===== src/rtl/spi_slave_engine.sv =====
// SPI mode-0 slave engine: oversamples sclk/cs_n/mosi in clk_c, deserializes rx words, serializes tx words.
// Optional macro SPI_SLAVE_LSB_FIRST_EN switches both shift registers to LSB-first order.
module spi_slave_engine #(
    parameter int DATA_WIDTH = 8
) (
    input  logic                  clk_c,
    input  logic                  reset_r,
    input  logic                  sclk,
    input  logic                  cs_n,
    input  logic                  mosi,
    output logic                  miso,
    input  logic [DATA_WIDTH-1:0] tx_data,
    input  logic                  tx_load,
    output logic [DATA_WIDTH-1:0] rx_data,
    output logic                  rx_valid,
    output logic                  busy,
    output logic                  frame_err
);

    localparam int CNT_W = $clog2(DATA_WIDTH + 1);
    localparam logic [CNT_W-1:0] LAST_BIT = CNT_W'(DATA_WIDTH - 1);

    typedef enum logic [1:0] {
        IDLE,
        SHIFT,
        DONE
    } state_t;

    state_t state;
    state_t state_next;

    logic sclk_meta, sclk_sync, sclk_hist;
    logic cs_meta, cs_sync, cs_hist;
    logic mosi_meta, mosi_sync, mosi_hist;

    logic [DATA_WIDTH-1:0] tx_buf;
    logic [DATA_WIDTH-1:0] shreg_tx;
    logic [DATA_WIDTH-1:0] shreg_rx;
    logic [CNT_W-1:0]      bit_cnt;

    logic sclk_rise, sclk_fall, cs_rise, cs_fall;
    logic load_tx, clr_cnt, shift_rx, shift_tx, capture, abort;
    logic [DATA_WIDTH-1:0] rx_next;
    logic [DATA_WIDTH-1:0] tx_shifted;
    logic                  miso_bit;

    // cs_n synchronizer resets to the deasserted level so reset never fakes a select edge
    always_ff @(posedge clk_c) begin
        if (reset_r) begin
            sclk_meta <= 1'b0;
            sclk_sync <= 1'b0;
            sclk_hist <= 1'b0;
            cs_meta   <= 1'b1;
            cs_sync   <= 1'b1;
            cs_hist   <= 1'b1;
            mosi_meta <= 1'b0;
            mosi_sync <= 1'b0;
            mosi_hist <= 1'b0;
        end else begin
            sclk_meta <= sclk;
            sclk_sync <= sclk_meta;
            sclk_hist <= sclk_sync;
            cs_meta   <= cs_n;
            cs_sync   <= cs_meta;
            cs_hist   <= cs_sync;
            mosi_meta <= mosi;
            mosi_sync <= mosi_meta;
            mosi_hist <= mosi_sync;
        end
    end

    assign sclk_rise = sclk_sync & ~sclk_hist;
    assign sclk_fall = ~sclk_sync & sclk_hist;
    assign cs_rise   = cs_sync & ~cs_hist;
    assign cs_fall   = ~cs_sync & cs_hist;

`ifdef SPI_SLAVE_LSB_FIRST_EN
    assign rx_next    = {mosi_hist, shreg_rx[DATA_WIDTH-1:1]};
    assign tx_shifted = {1'b0, shreg_tx[DATA_WIDTH-1:1]};
    assign miso_bit   = shreg_tx[0];
`else
    assign rx_next    = {shreg_rx[DATA_WIDTH-2:0], mosi_hist};
    assign tx_shifted = {shreg_tx[DATA_WIDTH-2:0], 1'b0};
    assign miso_bit   = shreg_tx[DATA_WIDTH-1];
`endif

    always_ff @(posedge clk_c) begin
        if (reset_r) begin
            state <= IDLE;
        end else begin
            state <= state_next;
        end
    end

    // A completing sclk rise wins over a coincident cs_n rise so the word still finishes
    always_comb begin
        state_next = state;
        load_tx    = 1'b0;
        clr_cnt    = 1'b0;
        shift_rx   = 1'b0;
        shift_tx   = 1'b0;
        capture    = 1'b0;
        abort      = 1'b0;
        case (state)
            IDLE: begin
                if (cs_fall) begin
                    state_next = SHIFT;
                    load_tx    = 1'b1;
                    clr_cnt    = 1'b1;
                end
            end
            SHIFT: begin
                if (sclk_rise) begin
                    shift_rx = 1'b1;
                    if (bit_cnt == LAST_BIT) begin
                        capture    = 1'b1;
                        state_next = DONE;
                    end else if (cs_rise) begin
                        abort      = 1'b1;
                        state_next = IDLE;
                    end
                end else if (cs_rise) begin
                    abort      = (bit_cnt != '0);
                    state_next = IDLE;
                end else if (sclk_fall && (bit_cnt != '0)) begin
                    shift_tx = 1'b1;
                end
            end
            DONE: begin
                if (!cs_sync) begin
                    state_next = SHIFT;
                    load_tx    = 1'b1;
                    clr_cnt    = 1'b1;
                end else begin
                    state_next = IDLE;
                end
            end
            default: state_next = IDLE;
        endcase
    end

    // Word captured on the completing rise so rx_data is already valid during DONE
    always_ff @(posedge clk_c) begin
        if (reset_r) begin
            tx_buf    <= '0;
            shreg_tx  <= '0;
            shreg_rx  <= '0;
            bit_cnt   <= '0;
            rx_data   <= '0;
            frame_err <= 1'b0;
        end else begin
            if (tx_load) begin
                tx_buf <= tx_data;
            end
            if (load_tx) begin
                shreg_tx <= tx_buf;
            end else if (shift_tx) begin
                shreg_tx <= tx_shifted;
            end
            if (clr_cnt) begin
                bit_cnt <= '0;
            end else if (shift_rx) begin
                bit_cnt  <= bit_cnt + 1'b1;
                shreg_rx <= rx_next;
            end
            if (capture) begin
                rx_data <= rx_next;
            end
            frame_err <= abort;
        end
    end

    assign miso     = (state != IDLE) & miso_bit;
    assign rx_valid = (state == DONE);
    assign busy     = (state != IDLE);

endmodule

===== config.mk =====
export PLATFORM = sky130hd
export DESIGN_NAME = spi_slave_engine
export DESIGN_NICKNAME = d
export VERILOG_FILES = /design/src/rtl/spi_slave_engine.sv
export SDC_FILE = /design/constraint.sdc
export NUM_CORES = 1
export LEC_CHECK = 0
export CAP_MARGIN = 30
export CORE_ASPECT_RATIO = 0.75
export CORE_UTILIZATION = 57
export CTS_CLUSTER_SIZE = 40
export DETAILED_ROUTE_END_ITERATION = 16
export MAX_ROUTING_LAYER = met4
export PLACE_DENSITY_LB_ADDON = 0.05
export SYNTH_ARGS = -nofsm -noshare
export SYNTH_HDL_FRONTEND = slang
export SYNTH_SLANG_ARGS = --single-unit

===== constraint.sdc =====
create_clock -name clk_c -period 5.1 [get_ports clk_c]
set_clock_uncertainty 0.2 [all_clocks]
set_input_delay 1.02 -clock clk_c [delete_from_list [all_inputs] [get_ports clk_c]]
set_output_delay 1.02 -clock clk_c [all_outputs]
set_load 0.02 [all_outputs]

==> impl_metrics.yaml, run 1 <==
floorplan:
  dieHeight_microns: 50.79
  initial_core_util: 0.6076
  die_w_microns: 67.06
  io_pins: 26
  coreArea_sq_mm: 0.002978
  die_area_sq_mm: 0.003406
  core.rowCount: 17
synthesis:
  synth.avg_cell_area_sq_um: 9.780
  ys_types: 33
  ys_warn_count: 0
  syn_inst: 185
  synth_top_area_cell: "dfxtp_1"
  synth_nets: 201
  synth_top_cell_area_share: 0.5201
  ys_ff_latch: 47
  yosysSeqAreaShare: 0.5201
  synthTopCellsByArea: "dfxtp_1 (52%), mux2i_1 (12%), nor2_1 (5.2%)"
  syn_area_sq_mm: 0.001809
global_routing:
  grt_pass1_wl_mm: 5.119
  grt_pass1_vias: 1135
  grt_max_degree: 48
  grt.overflow.total: 0
  antenna_found_initial: 0
  gr-usage-all-layers: 0.2120
final_layout:
  drive_above_1_share: 0.09569
  nNetsFinal: 224
  synthToLayoutAreaGrowth_pct: 20.54
  final_cell_mix: "dfxtp_1 (47), nor2_1 (25), clkdlybuf4s50_1 (25), mux2i_1 (22), nand2_1 (18)"
  final_common_cell: "dfxtp_1"
  n_antenna_cell: 0
timing:
  fin_setup_tns_ps: 0
  clock.fmax_mhz: 351.4
  relSlewSlack: 0.6192
  min_period_ps: 2846
  drv_slew: 0
  fin_ws_ps: 2254
  tightest_slew_ps: 571.2
  finalSetupViolations: 0
  finalHoldViolations: 0
  post-route-period-util: 0.5581
  rsz0062_at_grt: "false"
power_and_ir_drop:
  comb_power_share: 0.061
  netSwitchingFraction: 0.2023
  powerDensity_mw_per_mm2: 320.8
  internal_power_uw: 558.1
  irDropWorstVdd_uv: 254.9
  p_sw_uw: 141.6
  clkPwrFrac: 0.393
  pwr-share-seq: 0.546
  p_leak_nw: 0.8925
setup_path:
  crit_arrival_ps: 1630
  critPathMaxFanout: 5
  worst_ep_required_time_ps: 3880
  end_kind: "output pin"
  start_kind: "flop"
  worstSetupPathType: "reg2out"
route:
  ant_nets: 0
  drt_wl_total_mm: 3.014
  vias_per_cell: 5.198
  dr.pass1.iters: 4
  drc: 0
  vias: 1284
  wl_per_cell_microns: 12.20
  drt-initial-drc-count: 64
cts:
  cts_tree: "built"
  clk_pin_slew_worst_paths_ps: 80
  h-tree-depth: 2
  cts.sinks: 47
  cts_hold_buf: 0
  postCtsSetupBuffers: 0
  cts-root-buf: "clkbuf_8"
  clock_latency_ps: 290
  cts_resized: 0
  clockBufferDepth: 2
  cts_buffers: 5
placement:
  dp_worst_setup_slack_ps: 2568
  portBuffers: 25
  dp_hpwl_mm: 2.063
  place_congestion: 0.7281
outcome:
  status: "finished clean"
run:
  maxCapViolCount: 0
hold_path:
  hold_class: "reg2reg"
## cell usage after synthesis, drive strengths merged
cell type	count
a21boi	1
a21oi	11
a221oi	6
a31o	1
a31oi	1
and2	2
and2b	1
and4bb	1
buf	5
clkbuf	5
dfxtp	47
ha	2
inv	4
mux2i	22
nand2	20
nand2b	2
nand3	2
nand4	2
nor2	25
nor2b	10
nor3	5
o21ai	1
o21ba	1
or2	4
or3b	1
xnor2	1
xor2	2
## area by class of cell
cell class / count / area, sq um
clock inverters: 2 / 35.03
fillers: 233 / 797.0
flip-flops and latches: 47 / 940.9
repair buffers: 26 / 257.7
clock buffers: 6 / 82.58
well taps: 38 / 47.55
inverters: 4 / 15.01
multi-input cells: 124 / 802.0
## through the flow
step	area (sq um)	power [mW]	hold slack (ps)	utilization	std cells
floorplan	1809	0.4181	189.5	-	185
global placement	2063	0.4320	204.5	0.6929	239
detailed placement	2063	0.4336	199.0	0.6929	239
CTS	2181	0.7088	223.4	0.7324	247
global route	2181	0.7306	246.7	0.7324	247
finish	2181	0.6996	219.4	0.7324	247
## cell families (layout without fill, tap and decap cells)
family / after synthesis / after routing / share of synthesized area
and+or+nand+nor: 75 / 75 / 0.2130
DFF: 47 / 47 / 0.5201
AOI/OAI and AO/OA: 22 / 22 / 0.08022
muxes: 22 / 22 / 0.1217
buffers and inverters: 14 / 38 / 0.03665
xor gates and xnor gates: 3 / 3 / 0.01453
adders and majority gates: 2 / 2 / 0.01383
## critical path, stage by stage, from the launching register on
cell and delay, ps:
dfxtp_1 340, or2_2 310, and2_1 160, clkdlybuf4s50_1 530
## power by group through the flow
stage	logic [mW]	clock network (mW)	registers, mW
floorplan	0.0293	0	0.389
global placement	0.0419	0	0.390
detailed placement	0.0431	0	0.391
CTS	0.0434	0.284	0.382
global route	0.0477	0.300	0.383
finish	0.0430	0.275	0.382
## routing by layer
| layer | track usage | share of wire |
|---|---|---|
| met3 | 0.07500 | 0.045 |
| met5 | - | 0 |
| met4 | 0.06383 | 0.0056 |
| met1 | 0.2877 | 0.53 |
| met2 | 0.2933 | 0.42 |
## flip-flops by register name (all words and copies together), names as in the netlist, 2 cells and up
register  cells
tx_buf        8
state         2
rx_data       8
shreg_rx      7
shreg_tx      8
bit_cnt       4
## final timing paths
| path | startpoint | endpoint | slack (ps) | cells past startpoint |
|---|---|---|---|---|
| max | state[0]$_SDFFE_PP0P_ | miso | 2250 | 3 |
| min | cs_meta$_SDFF_PP1_ | cs_sync$_SDFF_PP1_ | 220 | 1 |
| max reg2reg | sclk_hist$_SDFF_PP0_ | rx_data[2]$_SDFFE_PP0P_ | 3120 | 4 |
| min reg2reg | cs_meta$_SDFF_PP1_ | cs_sync$_SDFF_PP1_ | 220 | 1 |
Note: power is estimated with default switching activity, not from simulation.
==> run 2: changes to the inputs <==
--- a/config.mk
+++ b/config.mk
@@ -7,7 +7,7 @@
 export LEC_CHECK = 0
 export CAP_MARGIN = 30
 export CORE_ASPECT_RATIO = 0.75
-export CORE_UTILIZATION = 57
+export CORE_UTILIZATION = 47
 export CTS_CLUSTER_SIZE = 40
 export DETAILED_ROUTE_END_ITERATION = 16
 export MAX_ROUTING_LAYER = met4
==> constraint.sdc (replaced) <==
create_clock -name clk_c -period 2.4 [get_ports clk_c]
set_clock_uncertainty 0.2 [all_clocks]
set_input_delay 0.48 -clock clk_c [delete_from_list [all_inputs] [get_ports clk_c]]
set_output_delay 0.48 -clock clk_c [all_outputs]
set_load 0.02 [all_outputs]
==> run 2 against run 1 <==
Against the previous run:
- global-route usage shrank 2.7 points
- utilization is 13 points lower
- cell count is 5.7% higher
- sequential power is 110% higher
- routed wire length is 9.5% higher
- critical path depth did not move
- sequential share of layout area is 0.25 points lower
- power grew 100%
- final area is 0.57% higher
- largest power group unchanged
==> impl_metrics.yaml, run 2 (synthesis gave the netlist of run 1 again) <==
route:
  vias_per_cell: 5.000
  vias: 1305
  drt_wl_total_mm: 3.300
  drt-initial-drc-count: 110
  wl_per_cell_microns: 12.64
  ant_nets: 0
  drc: 0
  dr.pass1.iters: 4
floorplan:
  dieHeight_microns: 55.73
  coreArea_sq_mm: 0.003661
  initial_core_util: 0.4942
  io_pins: 26
  die_area_sq_mm: 0.004104
  core.rowCount: 19
  die_w_microns: 73.64
setup_path:
  reg2reg_depth: 4
  start_kind: "flop"
  crit-reg2reg-launch: "state[1]$_SDFFE_PP0P_"
  cp-startpoint: "state[0]$_SDFFE_PP0P_"
  worst_ep_required_time_ps: 1720
  crit_arrival_ps: 1620
  timing.critical_path.to: "miso"
  regToRegSetupSlack_ps: 420
  end_kind: "output pin"
  critPathMaxFanout: 5
  r2r-end: "rx_data[5]$_SDFFE_PP0P_"
  worstSetupPathType: "reg2out"
outcome:
  status: "finished clean"
timing:
  post-route-period-util: 0.9569
  fin_setup_tns_ps: 0
  finalHoldWorstSlack_ps: 213.6
  clock.fmax_mhz: 435.4
  finalSetupViolations: 0
  finalHoldViolations: 0
  relSlewSlack: 0.5565
  rsz0062_at_grt: "false"
  min_period_ps: 2297
  drv_slew: 0
  tightest_slew_ps: 665.2
run:
  maxCapViolCount: 0
final_layout:
  nNetsFinal: 224
  final_cell_mix: "dfxtp_1 (47), nor2_1 (25), clkdlybuf4s50_1 (25), mux2i_1 (22), nand2_1 (18)"
  n_antenna_cell: 0
  synthToLayoutAreaGrowth_pct: 21.23
  nFillCells: 341
  final_common_cell: "dfxtp_1"
  finalInstanceArea_sq_mm: 0.002193
  drive_above_1_share: 0.09091
  largestRegisters: "rx_data: 8 flops, shreg_tx: 8 flops, tx_buf: 8 flops"
cts:
  postCtsSetupBuffers: 0
  clk_pin_slew_worst_paths_ps: 80
  cts_buffers: 5
  h-tree-depth: 2
  cts_tree: "built"
  clock_latency_ps: 290
  cts_hold_buf: 0
  cts.sinks: 47
  clockBufferDepth: 2
  cts-root-buf: "clkbuf_8"
  cts_resized: 0
power_and_ir_drop:
  clkPwrFrac: 0.358
  netSwitchingFraction: 0.2124
  comb_power_share: 0.068
  p_sw_uw: 300.5
  finalPower_mw: 1.415
  powerDensity_mw_per_mm2: 645.1
  pwr-share-seq: 0.574
  internal_power_mw: 1.114
  irDropWorstVdd_uv: 411.3
  p_leak_nw: 0.8875
global_routing:
  grt_pass1_wl_mm: 5.540
  grt.overflow.total: 0
  antenna_found_initial: 0
  grt_pass1_vias: 1218
  grt_max_degree: 46
  gr-usage-all-layers: 0.1846
placement:
  placedInstanceArea_sq_mm: 0.002093
  place_congestion: 0.7439
  portBuffers: 25
  dp_hpwl_mm: 2.147
hold_path:
  hold_class: "reg2reg"
[run 2: changes by cell type in the layout (fill, tap and decap cells not counted), sizes merged]
cell    previous run  this run
clkinv             1         0
clkbuf             6         8
bufinv             1         0
[run 2: power by group through the flow]
stage | registers [mW] | logic (mW) | clock network [mW]
finish | 0.812 | 0.0966 | 0.507
CTS | 0.812 | 0.0968 | 0.519
global route | 0.815 | 0.105 | 0.557
global placement | 0.829 | 0.0929 | 0
floorplan | 0.826 | 0.0622 | 0
detailed placement | 0.830 | 0.0953 | 0
[run 2: worst min-delay path by stage]
stage	start	depth (start not counted)	slack, ps	endpoint
after detailed placement	cs_meta$_SDFF_PP1_	1	200	cs_sync$_SDFF_PP1_
final	cs_meta$_SDFF_PP1_	1	210	cs_sync$_SDFF_PP1_
after floorplan	cs_meta$_SDFF_PP1_	1	190	cs_sync$_SDFF_PP1_
after CTS	cs_meta$_SDFF_PP1_	1	220	cs_sync$_SDFF_PP1_
after global placement	cs_meta$_SDFF_PP1_	1	200	cs_sync$_SDFF_PP1_
after global routing	cs_meta$_SDFF_PP1_	1	230	cs_sync$_SDFF_PP1_
[run 2: layout make-up]
| class | count | area, sq um | share of cell area |
|---|---|---|---|
| sequential | 47 | 940.9 | 0.4290 |
| multi-input combinational | 124 | 802.0 | 0.3657 |
| timing repair buffer | 26 | 270.3 | 0.1232 |
| clock buffer | 8 | 100.1 | 0.04564 |
| tap | 52 | 65.06 | 0.02966 |
| inverter | 4 | 15.01 | 0.006845 |
[run 2: layer usage]
metal	global-route usage	wire length (microns)	vias up
li1	-	-	666
met1	0.2462	1665	602
met2	0.2661	1435	30
met3	0.05435	157	7
met4	0.06593	42	0
met5	-	0	-
[run 2: critical path, stage by stage, from the launching register on]
cell	delay, ps
dfxtp_1	340
or2_2	300
and2_1	160
clkdlybuf4s50_1	520
[run 2: through the flow]
stage / std cells / util / worst slack [ps]
after floorplan: 185 / - / 760.6
after global placement: 253 / 0.5718 / 422.6
after detailed placement: 253 / 0.5718 / 408.1
after CTS: 261 / 0.5991 / 86.07
after global routing: 261 / 0.5991 / 20.08
final: 261 / 0.5991 / 103.5
==> run 3: changes to the inputs <==
==> constraint.sdc (replaced) <==
create_clock -name clk_c -period 2.4 [get_ports clk_c]
set_clock_uncertainty 0.2 [all_clocks]
set_input_delay 0.6 -clock clk_c [delete_from_list [all_inputs] [get_ports clk_c]]
set_output_delay 0.6 -clock clk_c [all_outputs]
set_load 0.02 [all_outputs]
==> run 3 against run 2 <==
Against the previous run:
- first-iteration DRC count fell by 16%
- via count about the same
- cell count stayed put
- count of clock-buffer cells in the layout down 2
- routed wire length shrank 2.8%
- register-to-register slack about the same
- power rose by 5.5%
- die area did not move
- flip-flop and latch count unchanged
- non-clock buffer count unchanged
- largest cell class unchanged
==> impl_metrics.yaml, run 3 (synthesis gave the netlist of run 1 again) <==
route:
  top_layer_used: "met4"
  wl_per_cell_microns: 12.29
  drt-met1-wl_mm: 1.610
  vias_per_cell: 4.996
  drt_wl_total_mm: 3.207
  drt-initial-drc-count: 92
  ant_nets: 0
  dr.pass1.iters: 4
  routed-wl-met2_mm: 1.395
  drc: 0
  dr_wl_met3_microns: 126
  vias: 1304
cts:
  clockBufferDepth: 2
  clk_pin_slew_worst_paths_ps: 80
  cts_tree: "built"
  cts_resized: 1
  postCtsSetupBuffers: 0
  h-tree-depth: 2
  cts_hold_buf: 0
  cts.sinks: 47
  cts_buffers: 5
  clock_latency_ps: 300
  cts-root-buf: "clkbuf_8"
final_layout:
  multi_input_area_sq_um: 802.0
  synthToLayoutAreaGrowth_pct: 22.13
  final_cell_mix: "dfxtp_1 (47), nor2_1 (25), clkdlybuf4s50_1 (24), mux2i_1 (22), nand2_1 (18)"
  seq_area_sq_um: 940.9
  nFillCells: 321
  n_antenna_cell: 0
  drive_above_1_share: 0.09569
  nNetsFinal: 224
  largestRegisters: "rx_data: 8 flops, shreg_tx: 8 flops, tx_buf: 8 flops"
  final_common_cell: "dfxtp_1"
timing:
  tightest_slew_ps: 621.7
  finalHoldViolations: 0
  post-route-period-util: 0.9561
  drv_slew: 0
  relSlewSlack: 0.5855
  fin_setup_tns_ps: 0
  rsz0062_at_grt: "false"
  min_period_ps: 2295
  finalSetupViolations: 0
  clock.fmax_mhz: 435.8
floorplan:
  die_w_microns: 73.64
  dieHeight_microns: 55.73
  io_pins: 26
  die_area_sq_mm: 0.004104
  coreArea_sq_mm: 0.003661
  core.rowCount: 19
  initial_core_util: 0.4942
placement:
  place_congestion: 0.7413
  portBuffers: 25
  dp_hpwl_mm: 2.191
global_routing:
  grt_pass1_vias: 1191
  grt_pass1_wl_mm: 5.333
  grt.overflow.total: 0
  gr-usage-all-layers: 0.1786
  grt_max_degree: 46
  antenna_found_initial: 0
setup_path:
  end_kind: "output pin"
  slowest_stage: "clkdlybuf4s50_1"
  start_kind: "flop"
  critPathMaxFanout: 5
  crit_arrival_ps: 1490
  r2r-end: "rx_data[0]$_SDFFE_PP0P_"
  regToRegSetupSlack_ps: 430
  worst_ep_required_time_ps: 1600
  crit-reg2reg-launch: "state[1]$_SDFFE_PP0P_"
  reg2reg_depth: 4
  slowest_delay_ps: 550
  path_cells: "or2_2 -> clkdlybuf4s50_1"
  worstSetupPathType: "reg2out"
hold_path:
  hold_depth: 1
  hp-start: "cs_meta$_SDFF_PP1_"
  whs_endpoint: "cs_sync$_SDFF_PP1_"
  hold_class: "reg2reg"
run:
  maxCapViolCount: 0
power_and_ir_drop:
  p_leak_nw: 0.9019
  finalPower_mw: 1.493
  pwr-share-seq: 0.544
  clkPwrFrac: 0.393
  p_sw_uw: 305.1
  internal_power_mw: 1.188
  comb_power_share: 0.064
  netSwitchingFraction: 0.2043
  irDropWorstVdd_uv: 437.7
  powerDensity_mw_per_mm2: 675.8
outcome:
  status: "finished clean"
[run 3: changes by cell type in the layout (fill, tap and decap cells not counted)]
| cell | before | now |
|---|---|---|
| dlygate4sd2_1 | 0 | 1 |
| bufinv_16 | 0 | 1 |
| clkinv_2 | 0 | 1 |
| clkbuf_1 | 1 | 0 |
| clkdlybuf4s50_1 | 25 | 24 |
| clkbuf_8 | 7 | 6 |
[run 3: area by class of cell]
| type | instances | share of cell area |
|---|---|---|
| Sequential cell | 47 | 0.4258 |
| Multi-Input combinational cell | 124 | 0.3630 |
| Timing Repair Buffer | 26 | 0.1217 |
| Clock buffer | 6 | 0.03737 |
| Tap cell | 52 | 0.02945 |
| Clock inverter | 2 | 0.01586 |
| Inverter | 4 | 0.006795 |
[run 3: through the flow]
step	worst slack (ps)	util	hold WS, ps	instance area, sq um	cells
after CTS	92.74	0.6036	219.8	2210	261
final	105.4	0.6036	215.3	2210	261
after global placement	302.6	0.5718	202.0	2093	253
after global routing	50.32	0.6036	230.8	2210	261
after detailed placement	278.2	0.5718	200.4	2093	253
after floorplan	693.9	-	189.5	1809	185
[run 3: power groups by stage]
| stage | logic (mW) | registers [mW] | clock network (mW) |
|---|---|---|---|
| floorplan | 0.0622 | 0.826 | 0 |
| global placement | 0.0927 | 0.829 | 0 |
| detailed placement | 0.0952 | 0.830 | 0 |
| CTS | 0.0957 | 0.812 | 0.598 |
| global route | 0.104 | 0.815 | 0.629 |
| finish | 0.0951 | 0.812 | 0.586 |
[run 3: worst max path at each step]
stage	cells after the start	slack (ps)	from	to
after global placement	3	300	state[0]$_SDFFE_PP0P_	miso
after CTS	2	90	state[0]$_SDFFE_PP0P_	busy
final	2	110	state[0]$_SDFFE_PP0P_	busy
after global routing	2	50	state[0]$_SDFFE_PP0P_	busy
after floorplan	2	690	state[0]$_SDFFE_PP0P_	miso
after detailed placement	3	280	state[0]$_SDFFE_PP0P_	miso
[run 3: layer usage]
layer  vias to the layer above  track usage
li1                        663            -
met1                       605       0.2341
met2                        27       0.2556
met3                         9      0.05072
met4                         0      0.07967
met5                         -            -
[run 3: worst max-delay path, delay by kind of cell, from the launching register on]
| kind | cells | cell delay [ps] |
|---|---|---|
| buffers and inverters | 1 | 550 |
| flip-flops | 1 | 340 |
| AND/OR/NAND/NOR | 1 | 310 |
